[config.mk]
export PLATFORM = sky130hd
export DESIGN_NAME = debounce_pulse_multi_flat
export DESIGN_NICKNAME = d
export VERILOG_FILES = /design/src/rtl/debounce_pulse_multi_if.sv /design/src/rtl/debounce_pulse_multi.sv /design/src/flat_wrapper.sv
export SDC_FILE = /design/constraint.sdc
export NUM_CORES = 1
export LEC_CHECK = 0
export BUFFER_PORTS_ARGS = -buffer_cell sky130_fd_sc_hd__buf_2
export CORE_AREA = 2 2 39 41
export DETAILED_ROUTE_END_ITERATION = 16
export DIE_AREA = 0 0 41 43
export GPL_TIMING_DRIVEN = 0
export PLACE_DENSITY = 0.68
export SYNTH_ARGS = -nofsm -noshare
export SYNTH_HDL_FRONTEND = slang
export SYNTH_SLANG_ARGS = --single-unit
[constraint.sdc]
create_clock -name clk_200H -period 1.1 [get_ports clk_200H]
set_input_delay 0.22 -clock clk_200H [delete_from_list [all_inputs] [get_ports clk_200H]]
set_output_delay 0.22 -clock clk_200H [all_outputs]
set_load 0.05 [all_outputs]
[src/rtl/debounce_pulse_multi_if.sv]
// Button bundle between raw board inputs and the debouncer: strobe and raw
// inputs toward the debouncer, debounced levels and pulses back.
interface debounce_pulse_multi_if #(
    parameter int NCH = 2
);
    logic           sample_en;
    logic [NCH-1:0] btn_in;
    logic [NCH-1:0] btn_level;
    logic [NCH-1:0] btn_pulse;
    logic           any_pulse;

    modport master (
        output sample_en, btn_in,
        input  btn_level, btn_pulse, any_pulse
    );

    modport slave (
        input  sample_en, btn_in,
        output btn_level, btn_pulse, any_pulse
    );
endinterface

[src/rtl/debounce_pulse_multi.sv]
// Per-channel debouncer with single-cycle edge pulses and a combined any_pulse.
// Defining DEBOUNCE_AUTOREPEAT_EN adds auto-repeat pulses on held buttons.
module debounce_pulse_multi #(
    parameter int NCH      = 2,
    parameter int STABLE_N = 3,
    parameter int EDGE     = 0,
    parameter int REP_DLY  = 50,
    parameter int REP_PER  = 10
) (
    input  logic                  clk_200H,
    input  logic                  rst_n,
    debounce_pulse_multi_if.slave bus
);
    localparam int CW = $clog2(STABLE_N + 1);
    localparam logic [CW-1:0] CNT_LAST = CW'(STABLE_N - 1);
    // Any EDGE value other than 1 or 2 falls back to rising-only.
    localparam logic [NCH-1:0] RISE_MASK = (EDGE != 1) ? '1 : '0;
    localparam logic [NCH-1:0] FALL_MASK = (EDGE == 1 || EDGE == 2) ? '1 : '0;

    logic [NCH-1:0] sync_p0;
    logic [NCH-1:0] sync_p1;
    logic [CW-1:0]  cnt_p2 [NCH];
    logic [CW-1:0]  cnt_d  [NCH];
    logic [NCH-1:0] level_p2;
    logic [NCH-1:0] level_d;
    logic [NCH-1:0] pulse_p2;
    logic [NCH-1:0] pulse_d;
    logic [NCH-1:0] rep_hit;
    logic           any_p2;

    // Stage 0/1: two-flop synchroniser, clocked every cycle.
    always_ff @(posedge clk_200H or negedge rst_n) begin
        if (!rst_n) begin
            sync_p0 <= '0;
            sync_p1 <= '0;
        end else begin
            sync_p0 <= bus.btn_in;
            sync_p1 <= sync_p0;
        end
    end

    always_comb begin
        level_d = level_p2;
        for (int i = 0; i < NCH; i++) begin
            cnt_d[i] = cnt_p2[i];
            if (bus.sample_en) begin
                if (sync_p1[i] == level_p2[i]) begin
                    cnt_d[i] = '0;
                end else if (cnt_p2[i] == CNT_LAST) begin
                    level_d[i] = sync_p1[i];
                    cnt_d[i]   = '0;
                end else begin
                    cnt_d[i] = cnt_p2[i] + CW'(1);
                end
            end
        end
    end

`ifdef DEBOUNCE_AUTOREPEAT_EN
    localparam int RW = $clog2(REP_DLY + REP_PER + 1);
    localparam logic [RW-1:0] REP_FIRST = RW'(REP_DLY);
    localparam logic [RW-1:0] REP_WRAP  = RW'(REP_DLY + REP_PER);

    logic [RW-1:0] rep_p2 [NCH];
    logic [RW-1:0] rep_d  [NCH];

    // Counter runs REP_DLY..REP_DLY+REP_PER-1 after the first repeat, so it never overflows.
    always_comb begin
        logic [RW-1:0] rep_inc;
        rep_inc = '0;
        rep_hit = '0;
        for (int i = 0; i < NCH; i++) begin
            rep_d[i] = rep_p2[i];
            rep_inc  = rep_p2[i] + RW'(1);
            if (level_d[i] != level_p2[i]) begin
                rep_d[i] = '0;
            end else if (level_p2[i] && bus.sample_en) begin
                rep_d[i]   = (rep_inc == REP_WRAP) ? REP_FIRST : rep_inc;
                rep_hit[i] = RISE_MASK[i] && (rep_d[i] == REP_FIRST);
            end
        end
    end

    always_ff @(posedge clk_200H or negedge rst_n) begin
        if (!rst_n) begin
            for (int i = 0; i < NCH; i++) rep_p2[i] <= '0;
        end else begin
            for (int i = 0; i < NCH; i++) rep_p2[i] <= rep_d[i];
        end
    end
`else
    logic unused_rep_cfg;
    assign unused_rep_cfg = ^{REP_DLY, REP_PER};
    assign rep_hit        = '0;
`endif

    assign pulse_d = (RISE_MASK &  level_d & ~level_p2)
                   | (FALL_MASK & ~level_d &  level_p2)
                   | rep_hit;

    // Stage 2: qualified level, stability counters and registered pulses.
    always_ff @(posedge clk_200H or negedge rst_n) begin
        if (!rst_n) begin
            level_p2 <= '0;
            pulse_p2 <= '0;
            any_p2   <= 1'b0;
            for (int i = 0; i < NCH; i++) cnt_p2[i] <= '0;
        end else begin
            level_p2 <= level_d;
            pulse_p2 <= pulse_d;
            any_p2   <= |pulse_d;
            for (int i = 0; i < NCH; i++) cnt_p2[i] <= cnt_d[i];
        end
    end

    assign bus.btn_level = level_p2;
    assign bus.btn_pulse = pulse_p2;
    assign bus.any_pulse = any_p2;
endmodule
[src/flat_wrapper.sv]
// flat-port wrapper written by rule: the top's interface ports become plain ports
module debounce_pulse_multi_flat 
#(
    parameter int NCH      = 2,
    parameter int STABLE_N = 3,
    parameter int EDGE     = 0,
    parameter int REP_DLY  = 50,
    parameter int REP_PER  = 10
)
  (clk_200H, rst_n, bus_sample_en, bus_btn_in, bus_btn_level, bus_btn_pulse, bus_any_pulse);
  debounce_pulse_multi_if #(.NCH(NCH)) bus_i ();
  input  logic clk_200H;
  input  logic rst_n;
  input wire logic [$bits(bus_i.sample_en)-1:0] bus_sample_en;
  input wire logic [$bits(bus_i.btn_in)-1:0] bus_btn_in;
  output wire logic [$bits(bus_i.btn_level)-1:0] bus_btn_level;
  output wire logic [$bits(bus_i.btn_pulse)-1:0] bus_btn_pulse;
  output wire logic [$bits(bus_i.any_pulse)-1:0] bus_any_pulse;
  assign bus_i.sample_en = bus_sample_en;
  assign bus_i.btn_in = bus_btn_in;
  assign bus_btn_level = bus_i.btn_level;
  assign bus_btn_pulse = bus_i.btn_pulse;
  assign bus_any_pulse = bus_i.any_pulse;
  debounce_pulse_multi #(.NCH(NCH), .STABLE_N(STABLE_N), .EDGE(EDGE), .REP_DLY(REP_DLY), .REP_PER(REP_PER)) u_core (.clk_200H(clk_200H), .rst_n(rst_n), .bus(bus_i));
endmodule
-- Word-level counts from Yosys, hierarchy flattened
Index checks and enable logic that the tools add are counted.
- bits in registers: 13
- logic and storage cells: 26
- $add $sub $neg: 2
- equality and inequality tests: 4
- multiplexer cells: 10
- bitwise logic cells: 2
- reductions and logical operators: 1
- operators with widths (kind ; number):
    two-way mux 2 bit ; 4
    two-way mux 1 bit ; 6
    adder 2 x 1 -> 2 bit (second input constant) ; 2
    equality test 2 bit (second input constant) ; 2
    AND 2 bit ; 1
    equality test 1 bit ; 2
    NOT 2 bit ; 1
    OR reduction 2 bit ; 1

-- Longest topological paths before layout
Gate-level depths: netlist of the first run.
- depth after elaboration: 6
- mapped depth: 3

-- Least setup slack after synthesis of the first run
No wires, ideal clock.
- kind: register -> register
- from: reg u_core.level_p2[1] (netlist: u_core.bus.btn_level[1])
- to: reg u_core.cnt_p2[1] (netlist name)
- library setup time: 0.134 ns
- data arrival time: 0.959 ns
- required time: 0.966 ns
- setup slack: 0.007 ns
- stages on the path, launching flop included: 3
- buffers on the path: 0
- clock period less this slack: 1.093 ns
- cell sequence: dfrtp_1 xnor2_1 o22ai_1
- word-level cells in the longest chain between the ends: 2
- ends and longest elaborated chain (what ; RTL line ; text):
    start, declared ; debounce_pulse_multi.sv:24 ; logic [NCH-1:0] level_p2;
    start signal, assigned ; debounce_pulse_multi.sv:109 ; level_p2 <= level_d;
    equality test 1 bit ; debounce_pulse_multi.sv:47 ; if (sync_p1[i] == level_p2[i]) begin
    two-way mux 2 bit ; debounce_pulse_multi.sv:47 ;
    end, declared ; debounce_pulse_multi.sv:22 ; logic [CW-1:0] cnt_p2 [NCH];
Every way passes these cells.
A chain may end at the register's enable or synchronous reset.

-- Final worst setup path of the first run
- from: reg u_core.level_p2[1] (netlist: u_core.bus.btn_level[1])
- to: out bus_btn_level[1]
- RTL lines (what ; RTL line ; text):
    end, declared ; flat_wrapper.sv:16 ; output wire logic [$bits(bus_i.btn_level)-1:0] bus_btn_level;
No word-level cell between the ends.

==> impl_metrics.csv, run 1 <==
group,metric,value,unit
place,place_congestion,0.669,
power,pwr_density_cell,2500,mW/mm²
global_routing,grt_pass1_vias,262,
setup_path,crit_required,0.88,ns
floorplan,start_util,36.9,%
setup_path,critPathBufInv,1,
final_layout,fill_cells,127,
power,pwr-share-clk,17.9,%
cts,clock_sinks,13,
final_layout,n_antenna_cell,0,
synthesis,yosys.area_share.simple,13.2,%
final_layout,regArea,325,µm²
power,p_switching,0.551,mW
final_layout,nets,56,
sta,grt_setup_unrepaired,"true",
synthesis,ys_async_sr_fraction,100,%
setup_path,critPathMaxFanout,4,
synthesis,synth_compound_area_share,8.58,%
sta,fmax,923,MHz
synthesis,syn_area_per_cell,13.8,µm²
floorplan,die-area,0.00176,mm²
synthesis,synthMuxAreaShare,5.88,%
sta,slew_violations,0,
floorplan,die_w,41,µm
floorplan,ios,10,
power,power_frac_comb,37.7,%
setup_path,cp_data_arrival_time,0.86,ns
sta,period_share,98.5,%
synthesis,synth_top_area_share,63.7,%
synthesis,ys_ff_latch,13,
cts,cts_tree,"done",
setup_path,slowest_delay,0.42,ns
synthesis,synthCells,37,
route,drt-pass1-iter-count,2,
cts,cts_buffer_depth,2,
synthesis,synth_fa_ha_area_share,0,%
power,sequentialPowerShare,44.3,%
setup_path,critPathKind,"register to output pin",
status,status,"finished clean",
route,ant_nets,0,
synthesis,synth-xor-area-share,3.43,%
power,swShare,35.2,%
sta,worst_pin_slew,0.274,ns
place,dp.final_hpwl,499,µm
final_layout,multi_input_area,159,µm²
sta,setup_viol,0,
global_routing,antenna_found_initial,0,
cts,cts-root-buf,"clkbuf_4",
global_routing,grt_start_max_net_pins,14,
final_layout,drive_gt1_share,32.0,%
sta,hold_viol_final,0,
route,drt_iter0_markers,1,
cts,clk_pin_slew,0.07,ns
route,drc_errors,0,
floorplan,core_area,0.00138,mm²
synthesis,synth_top_family_by_area,"simple AND/OR/NAND/NOR gates",
global_routing,grt_overflow_total,0,
synthesis,yosys.cell_count.top_type,"dfrtp_1",
cts,cts_buffers,3,
floorplan,row_count,14,
place,port_buffers,8,
route,via_per_inst,4.58,
power,p_leak,0.292,nW
setup_path,cp-end-kind,"output pin",
setup_path,slowest_stage,"dfrtp_1",
sta,finalClockSkew,0.00230,ns
synthesis,syn_area,510,µm²
sta,finalCriticalPeriod,1.08,ns
synthesis,syn_nets,42,
global_routing,track_usage,9.49,%
synthesis,synth-edff-count,0,
sta,slew_headroom,81.7,%
synthesis,yosys_warnings,0,
worst_hold_path,hp-class,"input pin to register",
synthesis,synth_area_leaders,"dfrtp_1, mux2_4, nand3b_1",
flow_run,maxCapViolCount,0,
setup_path,path_cells,"buf_6",
cts,clk_latency,0.27,ns
route,drt_wl_total,676,µm
synthesis,yosys.area.top_type,"dfrtp_1",
synthesis,synth-seq-area-share,63.7,%
synthesis,ys_types,11,
synthesis,synth_flop_cell,"dfrtp_1",
route,vias,302,
power,power.total,1.57,mW
setup_path,cp_top_family,"flip-flops",
setup_path,startpoint_type,"register",
floorplan,fp.dieH,43,µm
final_layout,area_growth,22.8,%
sta,hold_ws,0.0525,ns
power,intPower,1.01,mW
power,peakVddDrop,0.00106,V
cts,htree_num_levels,1,
global_routing,grt_pass1_wl,1.01,mm
route,wl_per_cell,10.2,µm
cts,post_cts_buffers,0,
synthesis,synthTopCellsByCount,"dfrtp_1, inv_1, nand3b_1",
cell usage in the layout, fill, tap and decap left out, types with 2 or more instances in the layout:
cell      netlist  final
dfrtp_1        13     13
clkbuf_4        0      5
nand2b_1        2      2
nand3b_1        4      4
buf_6           1      3
buf_2           0      3
o22ai_2         2      2
or3b_1          2      2
xnor2_1         2      2
nor2_1          2      2
inv_1           4      4
o22ai_1         3      3
mux2_4          2      2
path summary, 6_finish.rpt:
path,slack (ns),cells past startpoint,startpoint,to
setup / recovery,0.02,1,u_core.bus.btn_level[1],bus_btn_level[1]
hold / removal,0.05,1,bus_btn_in[1],u_core.sync_p0[1]
setup reg to reg,0.04,2,u_core.cnt_p2[2],u_core.bus.btn_level[0]
hold reg to reg,0.35,0,u_core.sync_p0[0],u_core.sync_p1[0]
max in group asynchronous,0.53,2,rst_n,u_core.cnt_p2[2]
min in group asynchronous,0.35,2,rst_n,u_core.sync_p0[1]
through the flow:
step,util (%),instance area [µm²],setup WS [ns],setup TNS [ns],std cells
floorplan,-,510,0.00690,0,37
global placement,41.2,571,0.0408,0,61
detailed placement,41.2,571,0.0510,0,61
CTS,44.8,619,0.00242,0,66
global route,45.3,627,-0.0208,-0.0311,66
finish,45.3,627,0.0164,0,66
layout make-up:
cell class	count	share of cell area, %
plain buffers	1	1.80
repair buffers	9	11.2
clock buffers	4	4.19
inverters	4	2.40
well taps	16	3.19
flip-flops and latches	13	51.9
multi-input cells	19	25.3
flip-flops by register name, indices dropped and copies added (netlist names):
register              count
u_core.cnt_p2             4
u_core.sync_p1            2
u_core.bus.btn_pulse      2
u_core.bus.any_pulse      1
u_core.bus.btn_level      2
u_core.sync_p0            2
cells by family after synthesis:
kind of cell,after synthesis
AND/OR/NAND/NOR,10
flip-flops,13
multiplexers,2
XOR/XNOR,2
buffers and inverters,5
AO/OA/AOI/OAI,5
per-layer routing:
| metal | track usage [%] | wire, µm |
|---|---|---|
| met2 | 13.1 | 331 |
| met3 | 3.14 | 35 |
| met1 | 10.2 | 303 |
| met5 | 0 | 0 |
| met4 | 10.0 | 6 |
timing repair:
action                                  CTS  global route
resized for setup                         4             4
hold endpoints to repair                 13             0
hold buffers                              1             0
pin swaps                                 0             0
endpoints found under the setup margin    2             5
power groups by stage:
stage | combinational, mW | clock [mW] | sequential [mW]
6_report | 0.591 | 0.281 | 0.694
5_1_grt | 0.641 | 0.320 | 0.707
4_1_cts | 0.593 | 0.301 | 0.695
2_1_floorplan | 0.288 | 0 | 0.844
3_5_place_dp | 0.543 | 0 | 0.697
3_3_place_gp | 0.537 | 0 | 0.692
No activity file was read; power rests on OpenSTA's default activity.
==> run 2: changes to the inputs <==
CTS_BUF_LIST = sky130_fd_sc_hd__clkbuf_4   (was default)
SKIP_LAST_GASP = 1   (was default)
==> impl_metrics.csv, run 2 (synthesized netlist as in run 1, its figures left out) <==
group,metric,value,unit
power,intPower,1.04,mW
flow_run,maxCapViolCount,0,
place,place_congestion,0.669,
place,port_buffers,8,
final_layout,multi_input_area,159,µm²
power,sequentialPowerShare,43.6,%
cts,htree_num_levels,1,
final_layout,final_common_cell,"dfrtp_1",
sta,setup_viol,0,
final_layout,nets,56,
floorplan,die_w,41,µm
floorplan,core_area,0.00138,mm²
final_layout,layout_common_cells,"dfrtp_1, clkbuf_4, nand3b_1, inv_1",
place,dp.final_hpwl,499,µm
floorplan,row_count,14,
status,status,"finished clean",
power,pwr_density_cell,2520,mW/mm²
setup_path,cp-end-kind,"output pin",
sta,worst_pin_slew,0.274,ns
power,pwr-share-clk,19.2,%
floorplan,start_util,36.9,%
power,power_frac_comb,37.1,%
final_layout,regArea,325,µm²
sta,period_share,98.5,%
global_routing,grt_pass1_wl,1.01,mm
sta,slew_headroom,81.7,%
final_layout,top_register,"u_core.cnt_p2",
final_layout,area_growth,23.5,%
global_routing,track_usage,9.49,%
sta,hold_viol_final,0,
route,drc_errors,0,
sta,grt_setup_unrepaired,"true",
route,drt_wl_total,676,µm
cts,clk_pin_slew,0.07,ns
cts,clock_sinks,13,
cts,cts-root-buf,"clkbuf_4",
cts,cts_buffers,3,
power,swShare,34.7,%
global_routing,antenna_found_initial,0,
global_routing,grt_start_max_net_pins,14,
power,peakVddDrop,0.00106,V
worst_hold_path,hp-class,"input pin to register",
route,vias,301,
route,via_per_inst,4.56,
setup_path,cp_data_arrival_time,0.86,ns
floorplan,ios,10,
final_layout,largest_register_ffs,4,
setup_path,critPathKind,"register to output pin",
cts,cts_tree,"done",
route,drt_iter0_markers,1,
sta,slew_violations,0,
sta,fmax,923,MHz
global_routing,grt_pass1_vias,262,
global_routing,grt_overflow_total,0,
place,placed_cells,61,
cts,post_cts_buffers,0,
floorplan,fp.dieH,43,µm
final_layout,final_cells,66,
setup_path,critPathMaxFanout,4,
setup_path,startpoint_type,"register",
setup_path,cp_top_family,"flip-flops",
setup_path,slowest_delay,0.42,ns
cts,clk_latency,0.27,ns
route,ant_nets,0,
setup_path,crit_required,0.88,ns
cts,cts_buffer_depth,2,
power,p_leak,0.294,nW
route,drt-pass1-iter-count,2,
setup_path,critPathBufInv,1,
setup_path,path_cells,"buf_6",
setup_path,slowest_stage,"dfrtp_1",
power,p_switching,0.551,mW
route,wl_per_cell,10.2,µm
sta,finalClockSkew,0.00199,ns
final_layout,fill_cells,125,
final_layout,drive_gt1_share,34.0,%
final_layout,n_antenna_cell,0,
floorplan,die-area,0.00176,mm²
power,power.total,1.59,mW
sta,finalCriticalPeriod,1.08,ns
-- run 2: cell count changes in the layout (fill, tap and decap cells not counted) --
cell / before / now
clkbuf_4: 5 / 7
clkbuf_1: 1 / 0
buf_4: 1 / 0
-- run 2: worst register-to-register path: stages, from the launching register on --
cell      delay, ns
dfrtp_1        0.41
nand3b_1       0.22
mux2_4         0.32
-- run 2: area by class of cell --
class | count | area share, %
sequential | 13 | 51.6
multi-input combinational | 19 | 25.2
timing repair buffer | 9 | 11.1
clock buffer | 4 | 4.76
tap | 16 | 3.17
inverter | 4 | 2.38
buffer | 1 | 1.79
-- run 2: power by group through the flow --
stage	clock (mW)	combinational (mW)	sequential, mW
detailed placement	0	0.543	0.697
floorplan	0	0.288	0.844
global route	0.345	0.641	0.707
CTS	0.326	0.593	0.695
finish	0.306	0.591	0.694
global placement	0	0.537	0.692
-- run 2: final timing paths --
| kind | start | end | slack (ns) | cells after the start |
|---|---|---|---|---|
| worst max-delay path | u_core.bus.btn_level[1] | bus_btn_level[1] | 0.02 | 1 |
| worst min-delay path | bus_btn_in[1] | u_core.sync_p0[1] | 0.05 | 1 |
| worst max register to register | u_core.cnt_p2[2] | u_core.bus.btn_level[0] | 0.04 | 2 |
| worst min register to register | u_core.sync_p0[0] | u_core.sync_p1[0] | 0.35 | 0 |
| max in group asynchronous | rst_n | u_core.cnt_p2[2] | 0.53 | 2 |
| min in group asynchronous | rst_n | u_core.sync_p0[1] | 0.35 | 2 |
-- run 2: repair_timing --
action                                  4_1_cts  5_1_grt
hold endpoints to repair                     13        0
hold buffers                                  1        0
gates resized for setup                       4        3
endpoints found under the setup margin        2        5
-- run 2: stage by stage --
step	hold WS, ns	TNS (ns)	worst slack, ns	instance area (µm²)	utilization [%]
2_1_floorplan	-0.0756	0	0.00690	510	-
3_3_place_gp	0.116	0	0.0408	571	41.2
3_5_place_dp	0.118	0	0.0510	571	41.2
4_1_cts	0.0379	0	0.00242	623	45.0
5_1_grt	0.0313	-0.0400	-0.0218	631	45.6
6_report	0.0525	0	0.0164	631	45.6
-- run 2: per-layer routing --
metal | share of wire, % | routed length, µm | up-vias | global-route usage (%)
li1 | - | - | 152 | -
met1 | 45 | 304 | 140 | 10.2
met2 | 49 | 331 | 7 | 13.1
met3 | 5.0 | 34 | 2 | 3.14
met4 | 0.89 | 6 | 0 | 10.0
met5 | 0 | 0 | - | 0
